$ cat src/rtl/matrix_pkg.sv
// Shared constants and FSM state encoding for the matrix operation sequencer.
package matrix_pkg;

  localparam int MAT_W   = 256;
  localparam int ELEM_W  = 16;
  localparam int MAT_DIM = 4;

  typedef enum logic [3:0] {
    IDLE,
    RDA,
    LDA,
    RDB,
    LDB,
    RES,
    CAP,
    WB,
    DONE
  } opState_t;

endpackage

$ cat src/rtl/matrix_op_sequencer.sv
// Sequences one C = A x B operation: read A and B from matrix memory, load the
// external multiplier, capture its result and write it back. OP_COUNT_EN adds op_count.
import matrix_pkg::*;

module matrix_op_sequencer #(
  parameter int ADDR_W = 4,
  parameter int ELEM_W = 16
) (
  input  logic                                clk,
  input  logic                                nreset,
  input  logic                                start,
  input  logic [ADDR_W-1:0]                   src_a_addr,
  input  logic [ADDR_W-1:0]                   src_b_addr,
  input  logic [ADDR_W-1:0]                   dst_addr,
  output logic                                busy,
  output logic                                done,
  output logic [ADDR_W-1:0]                   mem_addr,
  output logic                                mem_rd_en,
  output logic                                mem_wr_en,
  output logic [ELEM_W*MAT_DIM*MAT_DIM-1:0]   mem_wdata,
  input  logic [ELEM_W*MAT_DIM*MAT_DIM-1:0]   mem_rdata,
  output logic [ELEM_W*MAT_DIM*MAT_DIM-1:0]   mult_data,
  output logic                                mult_enable,
  output logic                                mult_rw,
  input  logic [ELEM_W*MAT_DIM*MAT_DIM-1:0]   mult_result
`ifdef OP_COUNT_EN
  ,
  output logic [15:0]                         op_count
`endif
);

  localparam int WordW = ELEM_W * MAT_DIM * MAT_DIM;

  opState_t          state;
  opState_t          nextState;
  logic [ADDR_W-1:0] srcAReg;
  logic [ADDR_W-1:0] srcBReg;
  logic [ADDR_W-1:0] dstReg;
  logic [WordW-1:0]  resultReg;

  // Addresses are latched at start so the caller may change them mid-operation.
  always_ff @(posedge clk) begin
    if (!nreset) begin
      state     <= IDLE;
      srcAReg   <= '0;
      srcBReg   <= '0;
      dstReg    <= '0;
      resultReg <= '0;
    end else begin
      state <= nextState;
      if (state == IDLE && start) begin
        srcAReg <= src_a_addr;
        srcBReg <= src_b_addr;
        dstReg  <= dst_addr;
      end
      if (state == CAP) begin
        resultReg <= mult_result;
      end
    end
  end

  always_comb begin
    nextState   = state;
    busy        = (state != IDLE);
    done        = 1'b0;
    mem_addr    = '0;
    mem_rd_en   = 1'b0;
    mem_wr_en   = 1'b0;
    mem_wdata   = resultReg;
    mult_data   = '0;
    mult_enable = 1'b0;
    mult_rw     = 1'b0;
    case (state)
      IDLE: begin
        if (start) nextState = RDA;
      end
      RDA: begin
        mem_rd_en = 1'b1;
        mem_addr  = srcAReg;
        nextState = LDA;
      end
      LDA: begin
        mult_data   = mem_rdata;
        mult_enable = 1'b1;
        mult_rw     = 1'b1;
        nextState   = RDB;
      end
      RDB: begin
        mem_rd_en = 1'b1;
        mem_addr  = srcBReg;
        nextState = LDB;
      end
      LDB: begin
        mult_data   = mem_rdata;
        mult_enable = 1'b1;
        mult_rw     = 1'b1;
        nextState   = RES;
      end
      RES: begin
        mult_enable = 1'b1;
        nextState   = CAP;
      end
      CAP: begin
        nextState = WB;
      end
      WB: begin
        mem_wr_en = 1'b1;
        mem_addr  = dstReg;
        nextState = DONE;
      end
      DONE: begin
        done      = 1'b1;
        nextState = IDLE;
      end
      default: begin
        nextState = IDLE;
      end
    endcase
  end

`ifdef OP_COUNT_EN
  logic [15:0] opCount;

  // Free-running count of completed operations; wraps naturally at 16 bits.
  always_ff @(posedge clk) begin
    if (!nreset) begin
      opCount <= '0;
    end else if (state == DONE) begin
      opCount <= opCount + 16'd1;
    end
  end

  assign op_count = opCount;
`endif

endmodule

$ cat config.mk
export PLATFORM = sky130hd
export DESIGN_NAME = matrix_op_sequencer
export DESIGN_NICKNAME = d
export VERILOG_FILES = /design/src/rtl/matrix_pkg.sv /design/src/rtl/matrix_op_sequencer.sv
export SDC_FILE = /design/constraint.sdc
export NUM_CORES = 1
export LEC_CHECK = 0
export BUFFER_PORTS_ARGS = -buffer_cell sky130_fd_sc_hd__buf_2
export CAP_MARGIN = 20
export CORE_AREA = 2 2 408 410
export CTS_CLUSTER_SIZE = 40
export DETAILED_ROUTE_END_ITERATION = 8
export DIE_AREA = 0 0 410 412
export GPL_ROUTABILITY_DRIVEN = 0
export PLACE_DENSITY_LB_ADDON = 0.3
export SETUP_SLACK_MARGIN = 0.2
export SYNTH_ARGS = -nofsm -noshare
export SYNTH_HDL_FRONTEND = slang
export SYNTH_SLANG_ARGS = --single-unit
$ cat constraint.sdc
create_clock -name clk -period 1.85 [get_ports clk]
set_clock_uncertainty 0.05 [all_clocks]
set_input_delay 0 -clock clk [delete_from_list [all_inputs] [get_ports clk]]
set_output_delay 0 -clock clk [all_outputs]
set_load 0.02 [all_outputs]
# After elaboration in Yosys (flattened, before gate mapping)
# Cells that the tools add are included.
[totals]
ff_bits = 272
in_bits = 527
output_inout_bits = 522
elab_cells = 29
[op_classes]
n_eq_ne = 9
muxes = 9
reduce_logical = 6
[ops]
columns = ["op", "n"]
rows = [
  ["$mux W256", 1],
  ["$pmux W4 S8", 1],
  ["$eq A4 B3 Y1 const B", 4],
  ["$pmux W4 S3", 1],
  ["$eq A4 B2 Y1 const B", 2],
  ["$mux W1", 5],
  ["$eq A4 B1 Y1 const B", 1],
  ["$eq A4 B4 Y1 const B", 1],
  ["$logic_not A4 Y1", 1],
  ["$mux W4", 1],
  ["$reduce_bool A4 Y1", 1],
  ["$reduce_or A2 Y1", 2],
  ["$reduce_or A3 Y1", 1],
  ["$ne A2 B2 Y1 const B", 1],
  ["$logic_and A1 B1 Y1", 1],
]

# Longest topological paths before layout
[logic_depth]
depth_word = 3
depth_mapped = 7
ltp_nobuf = 3

# Least setup slack after synthesis
# No wires, ideal clock.
[synth_path]
path_type = "register -> register"
start = "reg state[2]"
end = "reg dstReg[0]"
setup_time_ns = 0.072
t_arrival_ns = 1.437
required_ns = 1.728
setup_slack_ns = 0.291
path_stages_with_launch = 6
path_buffers = 2
synth_period_minus_slack_ns = 1.559
path_cell_list = "dfxtp_1 > buf_2 > or4_4 > nor2_8 > buf_12 > mux2i_1"
[synth_via]
elab_chain_len = 2
[synth_lines]
columns = ["item", "line", "rtl"]
rows = [
  ["start: declaration", "matrix_op_sequencer.sv:34", "opState_t state;"],
  ["start signal: assignment", "matrix_op_sequencer.sv:50", "state <= nextState;"],
  ["$logic_not A4 Y1", "matrix_op_sequencer.sv:51", "if (state == IDLE && start) begin"],
  ["$logic_and A1 B1 Y1", "matrix_op_sequencer.sv:51", ""],
  ["end signal: assignment", "matrix_op_sequencer.sv:54", "dstReg <= dst_addr;"],
  ["end: declaration", "matrix_op_sequencer.sv:38", "logic [ADDR_W-1:0] dstReg;"],
]
# No other way between the ends.
# A chain may end at the register's enable or synchronous reset.

# Final worst setup path
[layout_path]
start = "reg state[1]"
end = "out mult_data[191]"
[layout_via]
elab_chain_len = 3
word_cells_on_any_way = 4
cone_classes = "eq/ne: 2; mux: 1; reduce/logical: 1"
[layout_lines]
columns = ["item", "line", "rtl"]
rows = [
  ["$eq A4 B3 Y1 or $eq A4 B2 Y1 (tied branches)", "matrix_op_sequencer.sv:73", "case (state)"],
  ["$reduce_or A2 Y1 (no source line) (*)", "n/a", ""],
  ["$mux W256 (*)", "matrix_op_sequencer.sv:73", ""],
  ["end: declaration", "matrix_op_sequencer.sv:22", "output logic [ELEM_W*MAT_DIM*MAT_DIM-1:0] mult_data,"],
]
# Mark *: on every way between the ends. The rest lies on a longest branch, timed or not.

==> results.toml <==
[outcome]
status = "complete, but fails checks"
failed_checks = "negative setup slack"

[grt]
grt_pass1_wl_um = 141000
grt_start_max_net_pins = 75
first_global_vias = 15400
grt_overflow = 0
initial_antenna_violation_count = 45
global_route.usage.total_pct = 12.4

[synthesis]
synth_mux_area_share_pct = 1.40
combinational_family_with_the_most_area_after_synthesis = "simple AND/OR/NAND/NOR gates"
synth_commonest_cells = "nand2_1 (541), dfxtp_1 (272), and2_1 (257)"
synth.most_common_cell = "nand2_1"
synth.yosys.warnings = 0
synth_cells = 1489
netlist.top_cell.by_area = "dfxtp_1"
synthSimpleGateAreaFrac_pct = 31.0
ys_async_sr_fraction_pct = 0
synthDominantCellAreaShare_pct = 44.8
synth_adder_area_share_pct = 0
synth-main-ff-cell = "dfxtp_1"
post_synth_main_area_contributors = "dfxtp_1 (45%), nand2_1 (17%), and2_1 (13%)"
synth-edff-count = 0
post_synth_num_cell_types = 28
post_synth_instance_area_sq_mm = 0.0122
net_count_after_synthesis = 2016
synth_compound_area_share_pct = 16.0
syn_avg_cell_area_sq_um = 8.17
yosys_register_bits = 272
yosysSeqAreaShare_pct = 44.8
post_synthesis_share_of_cell_area_spent_on_xor_and_xnor_gates_pct = 0.216

[timing]
rsz_0062_raised_after_global_routing = "yes"
final-max-slew-violation-count = 0
timing.slew.headroom_pct = 71.3
tightestPinTransition_ps = 430
setup-violations-final = 276
timing.hold.ws_ps = 164
finalSetupTns_ps = -77400
timing_hold_violations_final = 0
setup_ws_ps = -404
period_needed_ps = 2250
highest_clock_frequency_the_design_can_meet_mhz = 444
timing.final.crit_share_pct = 122

[cells_and_area]
fin_cells = 5063
drive_above_1_share_pct = 45.1
multi_input_comb_area_sq_mm = 0.00615
fill_cells = 18800
post-route-util_pct = 15.9
post-route-cell-area_sq_mm = 0.0261
areaGrowthSynthToFinish_pct = 115
nNetsFinal = 3360
layout.area.seq_sq_mm = 0.00546

[clock_tree]
cts-buffers-inserted = 37
clk_transition_reported_paths_ps = 50
number_of_h_tree_branching_levels = 2
tritoncts = "done"
clk_latency_ps = 550
cts.sink_count = 272
cts_root_buf = "clkbuf_16"
cts-root-to-sink-buffers = 3

[job]
max_capacitance_violation_count = 0

[drt]
antenna_violating_nets_post_route = 0
drc = 0
vias = 15800
route.detailed.wl_per_inst_um = 22.3
wirelength_um = 113000
detail_route.vias_per_cell = 3.11
dr.pass1.iters = 5
detail_route.iter0.violations = 765

[die]
io-pin-count = 1049
die-area_sq_mm = 0.169
die_width_um = 410
start_util_pct = 7.41
core_area_sq_mm = 0.164
die_y_um = 412
placementRows = 149

[power]
power_leakage_uw = 0.0115
power_per_cell_area_mw_per_mm2 = 747
power.ir.vdd_worst_mv = 0.661

[critical_path]
arrival_ps = 2200
regToRegSetupSlack_ps = -30
crit_fanout = 22
crit_path_end_kind = "output pin"
crit-reg2reg-launch = "state[2]"
worst-r2r-cell-count = 6
critical_path.endpoint = "mult_data[191]"
critPathKind = "flop to output pin"
timing.critical_path.from = "state[1]"
worstPathCellList = "xnor2_4 -> nor3_4 -> buf_12 -> buf_16 -> clkbuf_16 -> and2_1 -> buf_6"
crit_path_top_delay_cell = "dfxtp_4"
cp.required_ps = 1800
timing.critical_path.slowest_cell_delay_ps = 360
startpoint_type = "flop"
r2r_end = "srcAReg[2]"

[min_path]
min-delay-path-class = "input port to flop"

[placed_design]
place.detailed.hpwl_um = 93700
place_area_sq_mm = 0.0202
cell_total_after_placement = 4664
io_buffer_count = 1048
state kept, by name, indices dropped and copies added, names as in the netlist:
register	flops
srcBReg	4
dstReg	4
state	4
mem_wdata	256
srcAReg	4
metrics by stage:
step | power [uW] | worst slack, ps
final | 19500 | -404
after global routing | 20400 | -473
after CTS | 19000 | -520
after detailed placement | 10500 | 14.8
after global placement | 10500 | 82.5
after floorplan | 8190 | 291
per-layer routing:
layer | global-route usage, % | share of wire [%] | vias to the layer above
met5 | 0 | 0.18 | -
met4 | 4.28 | 3.4 | 30
met3 | 3.04 | 6.3 | 131
met2 | 22.4 | 51 | 689
met1 | 14.1 | 39 | 7504
li1 | - | - | 7409
cells in the final DEF, fill, tap and decap left out, types with 2 or more instances in the layout:
| master | n |
|---|---|
| buf_2 | 832 |
| nand2_1 | 540 |
| dlygate4sd3_1 | 280 |
| dfxtp_1 | 268 |
| and2_1 | 189 |
| a21boi_0 | 167 |
| buf_6 | 136 |
| buf_4 | 126 |
| a21boi_1 | 89 |
| and2_4 | 68 |
| clkbuf_16 | 49 |
| buf_12 | 29 |
| mux2i_1 | 17 |
| diode_2 | 14 |
| clkbuf_1 | 8 |
| clkbuf_8 | 8 |
| buf_16 | 7 |
| nor2_1 | 5 |
| clkinv_2 | 5 |
| buf_8 | 5 |
| inv_6 | 3 |
| dfxtp_4 | 3 |
| o21ai_4 | 2 |
| o21ai_2 | 2 |
| inv_1 | 2 |
| clkinv_4 | 2 |
| clkbuf_4 | 2 |
critical path, delay by kind of cell (launching register included):
family                    cells  cell delay [ps]
and+or+nand+nor               2              350
xor gates and xnor gates      1              140
DFF                           1              360
buffers and inverters         4              710
report_power, final:
| part | total (uW) | internal (uW) | switching, uW | leakage (uW) |
|---|---|---|---|---|
| sequential | 6010 | 5950 | 58.9 | 0.00220 |
| combinational | 6290 | 3070 | 3230 | 0.00871 |
| clock | 7220 | 4190 | 3030 | 0.000589 |
worst min path at each step:
stage | startpoint | to | slack (ps) | cells past startpoint
floorplan | mult_result[10] | mem_wdata[10] | 80 | 2
global placement | mult_result[196] | mem_wdata[196] | 190 | 3
detailed placement | mult_result[208] | mem_wdata[208] | 190 | 3
CTS | mult_result[188] | mem_wdata[188] | 90 | 4
global route | mult_result[189] | mem_wdata[189] | 140 | 4
finish | mult_result[208] | mem_wdata[208] | 160 | 4
kinds of logic (layout without fill, tap and decap cells):
kind of cell / after synthesis / after routing
flip-flops: 272 / 272
buffers and inverters: 124 / 1495
AND/OR/NAND/NOR: 813 / 813
XOR/XNOR: 3 / 3
other: 0 / 14
AO/OA/AOI/OAI: 260 / 260
multiplexers: 17 / 17
repair_timing:
action | CTS | global route
hold buffers | 280 | 0
pin swaps | 2 | 12
gates cloned | 3 | 12
endpoints found under the hold margin | 270 | 0
setup endpoints to repair | 458 | 481
gates resized for setup | 141 | 336
setup buffers | 6 | 18
cell type report:
class / count / share of cell area, %
diodes: 14 / 0.134
clock buffers: 55 / 4.27
clock inverters: 11 / 0.292
inverters: 2 / 0.0287
multi-input cells: 1093 / 23.5
flip-flops and latches: 272 / 20.9
well taps: 2189 / 10.5
repair buffers: 1427 / 40.4
No activity file was read; power rests on OpenSTA's default activity.
